`config.mk`:
```
export PLATFORM = sky130hd
export DESIGN_NAME = alu_req_arbiter_flat
export DESIGN_NICKNAME = d
export VERILOG_FILES = /design/src/rtl/alu_req_arbiter_if.sv /design/src/rtl/alu_req_arbiter.sv /design/src/flat_wrapper.sv
export SDC_FILE = /design/constraint.sdc
export NUM_CORES = 1
export LEC_CHECK = 0
export ABC_AREA = 1
export CORE_AREA = 2 2 85 87
export DETAILED_ROUTE_END_ITERATION = 8
export DIE_AREA = 0 0 87 89
export DONT_BUFFER_PORTS = 1
export GPL_TIMING_DRIVEN = 0
export PLACE_DENSITY = 0.72
export SYNTH_ARGS = -nofsm -noshare
export SYNTH_HDL_FRONTEND = slang
export SYNTH_SLANG_ARGS = --single-unit
```
`constraint.sdc`:
```
create_clock -name clk -period 6.4 [get_ports clk]
set_input_delay 1.28 -clock clk [delete_from_list [all_inputs] [get_ports clk]]
set_output_delay 1.28 -clock clk [all_outputs]
set_load 0.01 [all_outputs]
```
`src/rtl/alu_req_arbiter_if.sv`:
```
// Handshake bundles for the ALU arbiter: requester channel, response channel
// and the operand/result connection to the shared ALU_Top.
interface alu_req_if #(parameter int width = 16);
   logic             valid;
   logic             ready;
   logic [3:0]       fun;
   logic [width-1:0] a;
   logic [width-1:0] b;

   modport master (output valid, fun, a, b, input ready);
   modport slave  (input valid, fun, a, b, output ready);
endinterface

interface alu_rsp_if #(parameter int width = 16);
   logic               valid;
   logic               ready;
   logic               id;
   logic [2*width-1:0] data;
   logic               flag;
   logic               carry;

   modport master (output valid, id, data, flag, carry, input ready);
   modport slave  (input valid, id, data, flag, carry, output ready);
endinterface

interface alu_core_if #(parameter int width = 16);
   logic [width-1:0]   a;
   logic [width-1:0]   b;
   logic [3:0]         fun;
   logic [2*width-1:0] arith_out;
   logic [width-1:0]   logic_out;
   logic [width-1:0]   shift_out;
   logic [1:0]         cmp_out;
   logic               carry_out;
   logic               arith_flag;
   logic               logic_flag;
   logic               cmp_flag;
   logic               shift_flag;

   modport master (output a, b, fun,
                   input  arith_out, logic_out, shift_out, cmp_out, carry_out,
                          arith_flag, logic_flag, cmp_flag, shift_flag);
   modport slave  (input  a, b, fun,
                   output arith_out, logic_out, shift_out, cmp_out, carry_out,
                          arith_flag, logic_flag, cmp_flag, shift_flag);
endinterface

```
`src/rtl/alu_req_arbiter.sv`:
```
// Two-requester front end for one shared ALU_Top; one operation in flight at a time.
// ALU_ARB_FIXED_PRIO_EN: req0 always wins on contention (default is round-robin).
//
// state | meaning
// IDLE  | waiting for a request; ready goes to the granted requester
// EXEC  | operands held on the ALU, counting out its latency
// RESP  | result held on the response channel until taken
module alu_req_arbiter #(
   parameter int width   = 16,
   parameter int ALU_LAT = 1
) (
   input  logic       clk,
   input  logic       reset,
   alu_req_if.slave   req0,
   alu_req_if.slave   req1,
   alu_rsp_if.master  rsp,
   alu_core_if.master alu
);

   localparam int CNT_W = (ALU_LAT < 1) ? 1 : $clog2(ALU_LAT + 1);

   typedef enum logic [1:0] {IDLE = 2'd0, EXEC = 2'd1, RESP = 2'd2} state_t;

   state_t             state_q;
   logic [CNT_W-1:0]   cnt_q;
   logic [width-1:0]   alu_a_q;
   logic [width-1:0]   alu_b_q;
   logic [3:0]         alu_fun_q;
   logic               rsp_valid_q;
   logic               rsp_id_q;
   logic [2*width-1:0] rsp_data_q;
   logic               rsp_flag_q;
   logic               rsp_carry_q;
`ifndef ALU_ARB_FIXED_PRIO_EN
   logic               rr_q;
`endif

   logic               gnt_any_d;
   logic               gnt_id_d;
   logic [2*width-1:0] res_data_d;
   logic               res_flag_d;
   logic               res_carry_d;

   // Ready is held low during reset so every output reads 0 while it is asserted.
   always_comb begin
      gnt_any_d = !reset && (state_q == IDLE) && (req0.valid || req1.valid);
`ifdef ALU_ARB_FIXED_PRIO_EN
      gnt_id_d  = !req0.valid;
`else
      gnt_id_d  = (req0.valid && req1.valid) ? !rr_q : !req0.valid;
`endif
   end

   always_comb begin
      res_data_d  = '0;
      res_flag_d  = 1'b0;
      res_carry_d = 1'b0;
      case (alu_fun_q[3:2])
         2'b00: begin
            res_data_d  = alu.arith_out;
            res_flag_d  = alu.arith_flag;
            res_carry_d = alu.carry_out;
         end
         2'b01: begin
            res_data_d = {{width{1'b0}}, alu.logic_out};
            res_flag_d = alu.logic_flag;
         end
         2'b10: begin
            res_data_d = {{(2*width-2){1'b0}}, alu.cmp_out};
            res_flag_d = alu.cmp_flag;
         end
         default: begin
            res_data_d = {{width{1'b0}}, alu.shift_out};
            res_flag_d = alu.shift_flag;
         end
      endcase
   end

   always_ff @(posedge clk or posedge reset) begin
      if (reset) begin
         state_q     <= IDLE;
         cnt_q       <= '0;
         alu_a_q     <= '0;
         alu_b_q     <= '0;
         alu_fun_q   <= '0;
         rsp_valid_q <= 1'b0;
         rsp_id_q    <= 1'b0;
         rsp_data_q  <= '0;
         rsp_flag_q  <= 1'b0;
         rsp_carry_q <= 1'b0;
`ifndef ALU_ARB_FIXED_PRIO_EN
         rr_q        <= 1'b1;
`endif
      end else begin
         case (state_q)
            IDLE: begin
               if (gnt_any_d) begin
                  alu_a_q   <= gnt_id_d ? req1.a   : req0.a;
                  alu_b_q   <= gnt_id_d ? req1.b   : req0.b;
                  alu_fun_q <= gnt_id_d ? req1.fun : req0.fun;
                  rsp_id_q  <= gnt_id_d;
                  cnt_q     <= '0;
                  state_q   <= EXEC;
               end
            end
            EXEC: begin
               if (cnt_q == CNT_W'(ALU_LAT)) begin
                  rsp_data_q  <= res_data_d;
                  rsp_flag_q  <= res_flag_d;
                  rsp_carry_q <= res_carry_d;
                  rsp_valid_q <= 1'b1;
                  state_q     <= RESP;
               end else begin
                  cnt_q <= cnt_q + 1'b1;
               end
            end
            RESP: begin
               if (rsp.ready) begin
                  rsp_valid_q <= 1'b0;
`ifndef ALU_ARB_FIXED_PRIO_EN
                  rr_q        <= rsp_id_q;
`endif
                  state_q     <= IDLE;
               end
            end
            default: state_q <= IDLE;
         endcase
      end
   end

   assign req0.ready = gnt_any_d && !gnt_id_d;
   assign req1.ready = gnt_any_d &&  gnt_id_d;
   assign rsp.valid  = rsp_valid_q;
   assign rsp.id     = rsp_id_q;
   assign rsp.data   = rsp_data_q;
   assign rsp.flag   = rsp_flag_q;
   assign rsp.carry  = rsp_carry_q;
   assign alu.a      = alu_a_q;
   assign alu.b      = alu_b_q;
   assign alu.fun    = alu_fun_q;

endmodule

```
`src/flat_wrapper.sv`:
```
// flat-port wrapper written by rule: the top's interface ports become plain ports
module alu_req_arbiter_flat 
#(
   parameter int width   = 16,
   parameter int ALU_LAT = 1
)
  (clk, reset, req0_valid, req0_fun, req0_a, req0_b, req0_ready, req1_valid, req1_fun, req1_a, req1_b, req1_ready, rsp_valid, rsp_id, rsp_data, rsp_flag, rsp_carry, rsp_ready, alu_a, alu_b, alu_fun, alu_arith_out, alu_logic_out, alu_shift_out, alu_cmp_out, alu_carry_out, alu_arith_flag, alu_logic_flag, alu_cmp_flag, alu_shift_flag);
  alu_req_if #(.width(width)) req0_i ();
  alu_req_if #(.width(width)) req1_i ();
  alu_rsp_if #(.width(width)) rsp_i ();
  alu_core_if #(.width(width)) alu_i ();
  input  logic clk;
  input  logic reset;
  input wire logic [$bits(req0_i.valid)-1:0] req0_valid;
  input wire logic [$bits(req0_i.fun)-1:0] req0_fun;
  input wire logic [$bits(req0_i.a)-1:0] req0_a;
  input wire logic [$bits(req0_i.b)-1:0] req0_b;
  output wire logic [$bits(req0_i.ready)-1:0] req0_ready;
  input wire logic [$bits(req1_i.valid)-1:0] req1_valid;
  input wire logic [$bits(req1_i.fun)-1:0] req1_fun;
  input wire logic [$bits(req1_i.a)-1:0] req1_a;
  input wire logic [$bits(req1_i.b)-1:0] req1_b;
  output wire logic [$bits(req1_i.ready)-1:0] req1_ready;
  output wire logic [$bits(rsp_i.valid)-1:0] rsp_valid;
  output wire logic [$bits(rsp_i.id)-1:0] rsp_id;
  output wire logic [$bits(rsp_i.data)-1:0] rsp_data;
  output wire logic [$bits(rsp_i.flag)-1:0] rsp_flag;
  output wire logic [$bits(rsp_i.carry)-1:0] rsp_carry;
  input wire logic [$bits(rsp_i.ready)-1:0] rsp_ready;
  output wire logic [$bits(alu_i.a)-1:0] alu_a;
  output wire logic [$bits(alu_i.b)-1:0] alu_b;
  output wire logic [$bits(alu_i.fun)-1:0] alu_fun;
  input wire logic [$bits(alu_i.arith_out)-1:0] alu_arith_out;
  input wire logic [$bits(alu_i.logic_out)-1:0] alu_logic_out;
  input wire logic [$bits(alu_i.shift_out)-1:0] alu_shift_out;
  input wire logic [$bits(alu_i.cmp_out)-1:0] alu_cmp_out;
  input wire logic [$bits(alu_i.carry_out)-1:0] alu_carry_out;
  input wire logic [$bits(alu_i.arith_flag)-1:0] alu_arith_flag;
  input wire logic [$bits(alu_i.logic_flag)-1:0] alu_logic_flag;
  input wire logic [$bits(alu_i.cmp_flag)-1:0] alu_cmp_flag;
  input wire logic [$bits(alu_i.shift_flag)-1:0] alu_shift_flag;
  assign req0_i.valid = req0_valid;
  assign req0_i.fun = req0_fun;
  assign req0_i.a = req0_a;
  assign req0_i.b = req0_b;
  assign req0_ready = req0_i.ready;
  assign req1_i.valid = req1_valid;
  assign req1_i.fun = req1_fun;
  assign req1_i.a = req1_a;
  assign req1_i.b = req1_b;
  assign req1_ready = req1_i.ready;
  assign rsp_valid = rsp_i.valid;
  assign rsp_id = rsp_i.id;
  assign rsp_data = rsp_i.data;
  assign rsp_flag = rsp_i.flag;
  assign rsp_carry = rsp_i.carry;
  assign rsp_i.ready = rsp_ready;
  assign alu_a = alu_i.a;
  assign alu_b = alu_i.b;
  assign alu_fun = alu_i.fun;
  assign alu_i.arith_out = alu_arith_out;
  assign alu_i.logic_out = alu_logic_out;
  assign alu_i.shift_out = alu_shift_out;
  assign alu_i.cmp_out = alu_cmp_out;
  assign alu_i.carry_out = alu_carry_out;
  assign alu_i.arith_flag = alu_arith_flag;
  assign alu_i.logic_flag = alu_logic_flag;
  assign alu_i.cmp_flag = alu_cmp_flag;
  assign alu_i.shift_flag = alu_shift_flag;
  alu_req_arbiter #(.width(width), .ALU_LAT(ALU_LAT)) u_core (.clk(clk), .reset(reset), .req0(req0_i), .req1(req1_i), .rsp(rsp_i), .alu(alu_i));
endmodule
```
==> impl_metrics.tcl <==
set metrics [dict create \
    numClockSinks 76 \
    critPathKind "input pin to primary output" \
    min_period_ns 3.87 \
    grt_max_degree 49 \
    firstDrtPassIters 4 \
    cts_tree "done" \
    path_clk_slew_ns 0.07 \
    worst_setup_path_end_kind "primary output" \
    fp.dieH_um 89 \
    cts.repair.resized 0 \
    cts_setup_buffers 0 \
    netlist_area_mm2 0.00387 \
    startpoint_type "input pin" \
    grt-ovfl-total 0 \
    syn_inst 537 \
    async_reset_ff_share_pct 100 \
    clk_path_buf_depth 2 \
    hold_ws_ns 0.507 \
    worst_slew_pin_slew_ns 0.446 \
    ys_seq_area_share_pct 49.1 \
    h-tree-depth 3 \
    synth-edff-count 0 \
    dieArea_mm2 0.00774 \
    maxSlewViolCount 0 \
    skew_ns 0.0105 \
    critPathArrivalTime_ns 2.59 \
    syn_nets 685 \
    max-vdd-ir-drop_uv 181 \
    synthDistinctLibCells 17 \
    crit_top_cell "nand2_1" \
    fin_nets 697 \
    grt_pass1_vias 3175 \
    rsz0062_at_grt "no" \
    post-route-util_pct 61.9 \
    antenna_found_initial 0 \
    place_congestion 0.804 \
    grt_pass1_wl_um 15500 \
    hold_buffers 0 \
    drc 0 \
    num-fill-cells 611 \
    io_buffers 0 \
    layout_setup_ws_ns 2.53 \
    ys_seq_elements 76 \
    dp_hpwl_um 7730 \
    die_width_um 87 \
    cts_buffers 9 \
    critPathSlowestCell "buf_16" \
    root_buffer "clkbuf_8" \
    maxCapViolCount 0 \
    clk_latency_ns 0.33 \
    synth_flop_cell "dfrtp_1" \
    finalPower_mw 1.93 \
    required_ns 5.12 \
    setup_tns_ns 0 \
    initial_utilization_pct 57.6 \
    finalSetupViolCount 0 \
    dpl_worst_slack_ns 2.46 \
    viasPerCell 5.52 \
    path_cells "inv_4 -> buf_16 -> nand2_1 -> nor2_2 -> buf_4 -> nand2_1 -> inv_1" \
    worst-path-buf-inv 4 \
    pin_count 222 \
    drtAntennaViolNets 0 \
    place_area_mm2 0.00400 \
    drt_iter0_markers 117 \
    dr_total_vias 3491 \
    wire_per_inst_um 16.1 \
    fmax_ghz 0.258 \
    p_per_area_mw_per_mm2 464 \
    status "finished clean" \
    totalWireLength_um 10200 \
    num_rows 30 \
    hold_path.class "flip-flop to flip-flop" \
    num_antenna_cells 0 \
    stdcell_count 633 \
    crit_fanout 48 \
    avgSynthCellArea_um2 7.21 \
    drive_above_1_share_pct 9.40 \
    total_leakage_power_nw 2.28 \
    cpLargestDelayFamily "buffers and inverters" \
    grt_usage_pct 25.9 \
    period_share_pct 60.5 \
    slew_headroom_pct 70.3 \
    finish.instance_area_mm2 0.00416 \
    hold_violations 0 \
    syn_to_final_growth_pct 7.43 \
    place_inst 618 \
    yosys_warnings 0 \
    core-area_mm2 0.00672 \
    cpPeakStageDelay_ns 0.29 \
]
==> metal layers <==
metal  vias to the layer above  track usage [%]  share of wire [%]
met3                         6             7.11                 10
li1                       1713                -                  -
met5                         -                0                  0
met1                      1594             31.7                 40
met4                         0             9.23               0.73
met2                       178             44.1                 49
==> cell usage after synthesis (3+ instances only) <==
| cell | instances | area, um2 |
|---|---|---|
| buf_6 | 7 | 78.8 |
| nand3_1 | 85 | 425 |
| inv_1 | 9 | 33.8 |
| buf_4 | 3 | 22.5 |
| clkbuf_1 | 4 | 15.0 |
| buf_2 | 21 | 105 |
| nand2_1 | 293 | 1100 |
| nor2_1 | 10 | 37.5 |
| dfrtp_1 | 75 | 1880 |
| o21ai_1 | 10 | 50.1 |
| o21ai_0 | 14 | 70.1 |
==> worst reg2reg max path, delay by kind of cell, from the launching register on <==
kind	cells	cell delay, ns
buffers and inverters	3	0.39
flip-flops	1	0.54
AND/OR/NAND/NOR	6	0.46
==> sequential cells by signal (all words and copies together), names as in the netlist, 2 cells and up <==
signal           count
u_core.rsp.data     32
u_core.alu.b        16
u_core.state_q       2
u_core.alu.fun       4
u_core.alu.a        16
==> placed cells by master (no fill, tap or decap), drive strengths merged <==
master,Yosys,routed
buf,32,33
clkbuf,4,14
nand2,294,294
clkinvlp,0,2
inv,10,10
clkinv,0,3
nor2,12,12
nand3,85,85
o21ai,24,24
dfstp,1,1
dfrtp,75,75
==> cell type report <==
cell class / count / area [um2] / share of cell area [%]
Tap cell: 80 / 100 / 2.41
Buffer: 36 / 225 / 5.41
Multi-Input combinational cell: 415 / 1710 / 41.0
Inverter: 10 / 40.0 / 0.962
Sequential cell: 76 / 1900 / 45.7
Clock buffer: 10 / 128 / 3.07
Timing Repair Buffer: 1 / 27.5 / 0.662
Clock inverter: 5 / 30.0 / 0.722
==> report_power, final <==
| part | internal, mW | switching [mW] |
|---|---|---|
| registers | 0.686 | 0.256 |
| clock network | 0.137 | 0.168 |
| logic | 0.240 | 0.442 |
| total | 1.06 | 0.866 |
==> final timing paths <==
kind                         startpoint                   to  slack [ns]  cells after the start
max                               reset           req1_ready        2.53                      7
min                        u_core.cnt_q         u_core.cnt_q        0.51                      2
max reg2reg                 u_core.rr_q      u_core.alu.a[5]        4.90                      9
min reg2reg                u_core.cnt_q         u_core.cnt_q        0.51                      2
max in group asynchronous         reset          u_core.rr_q        4.98                      2
min in group asynchronous         reset  u_core.rsp.data[25]        0.81                      1
==> kinds of logic after synthesis <==
| logic type | count (synthesis) | synth area share (%) |
|---|---|---|
| AND/OR/NAND/NOR | 391 | 41.0 |
| AO/OA/AOI/OAI | 24 | 3.10 |
| flip-flops | 76 | 49.1 |
| buffers and inverters | 46 | 6.78 |
No activity file was read; power rests on OpenSTA's default activity.
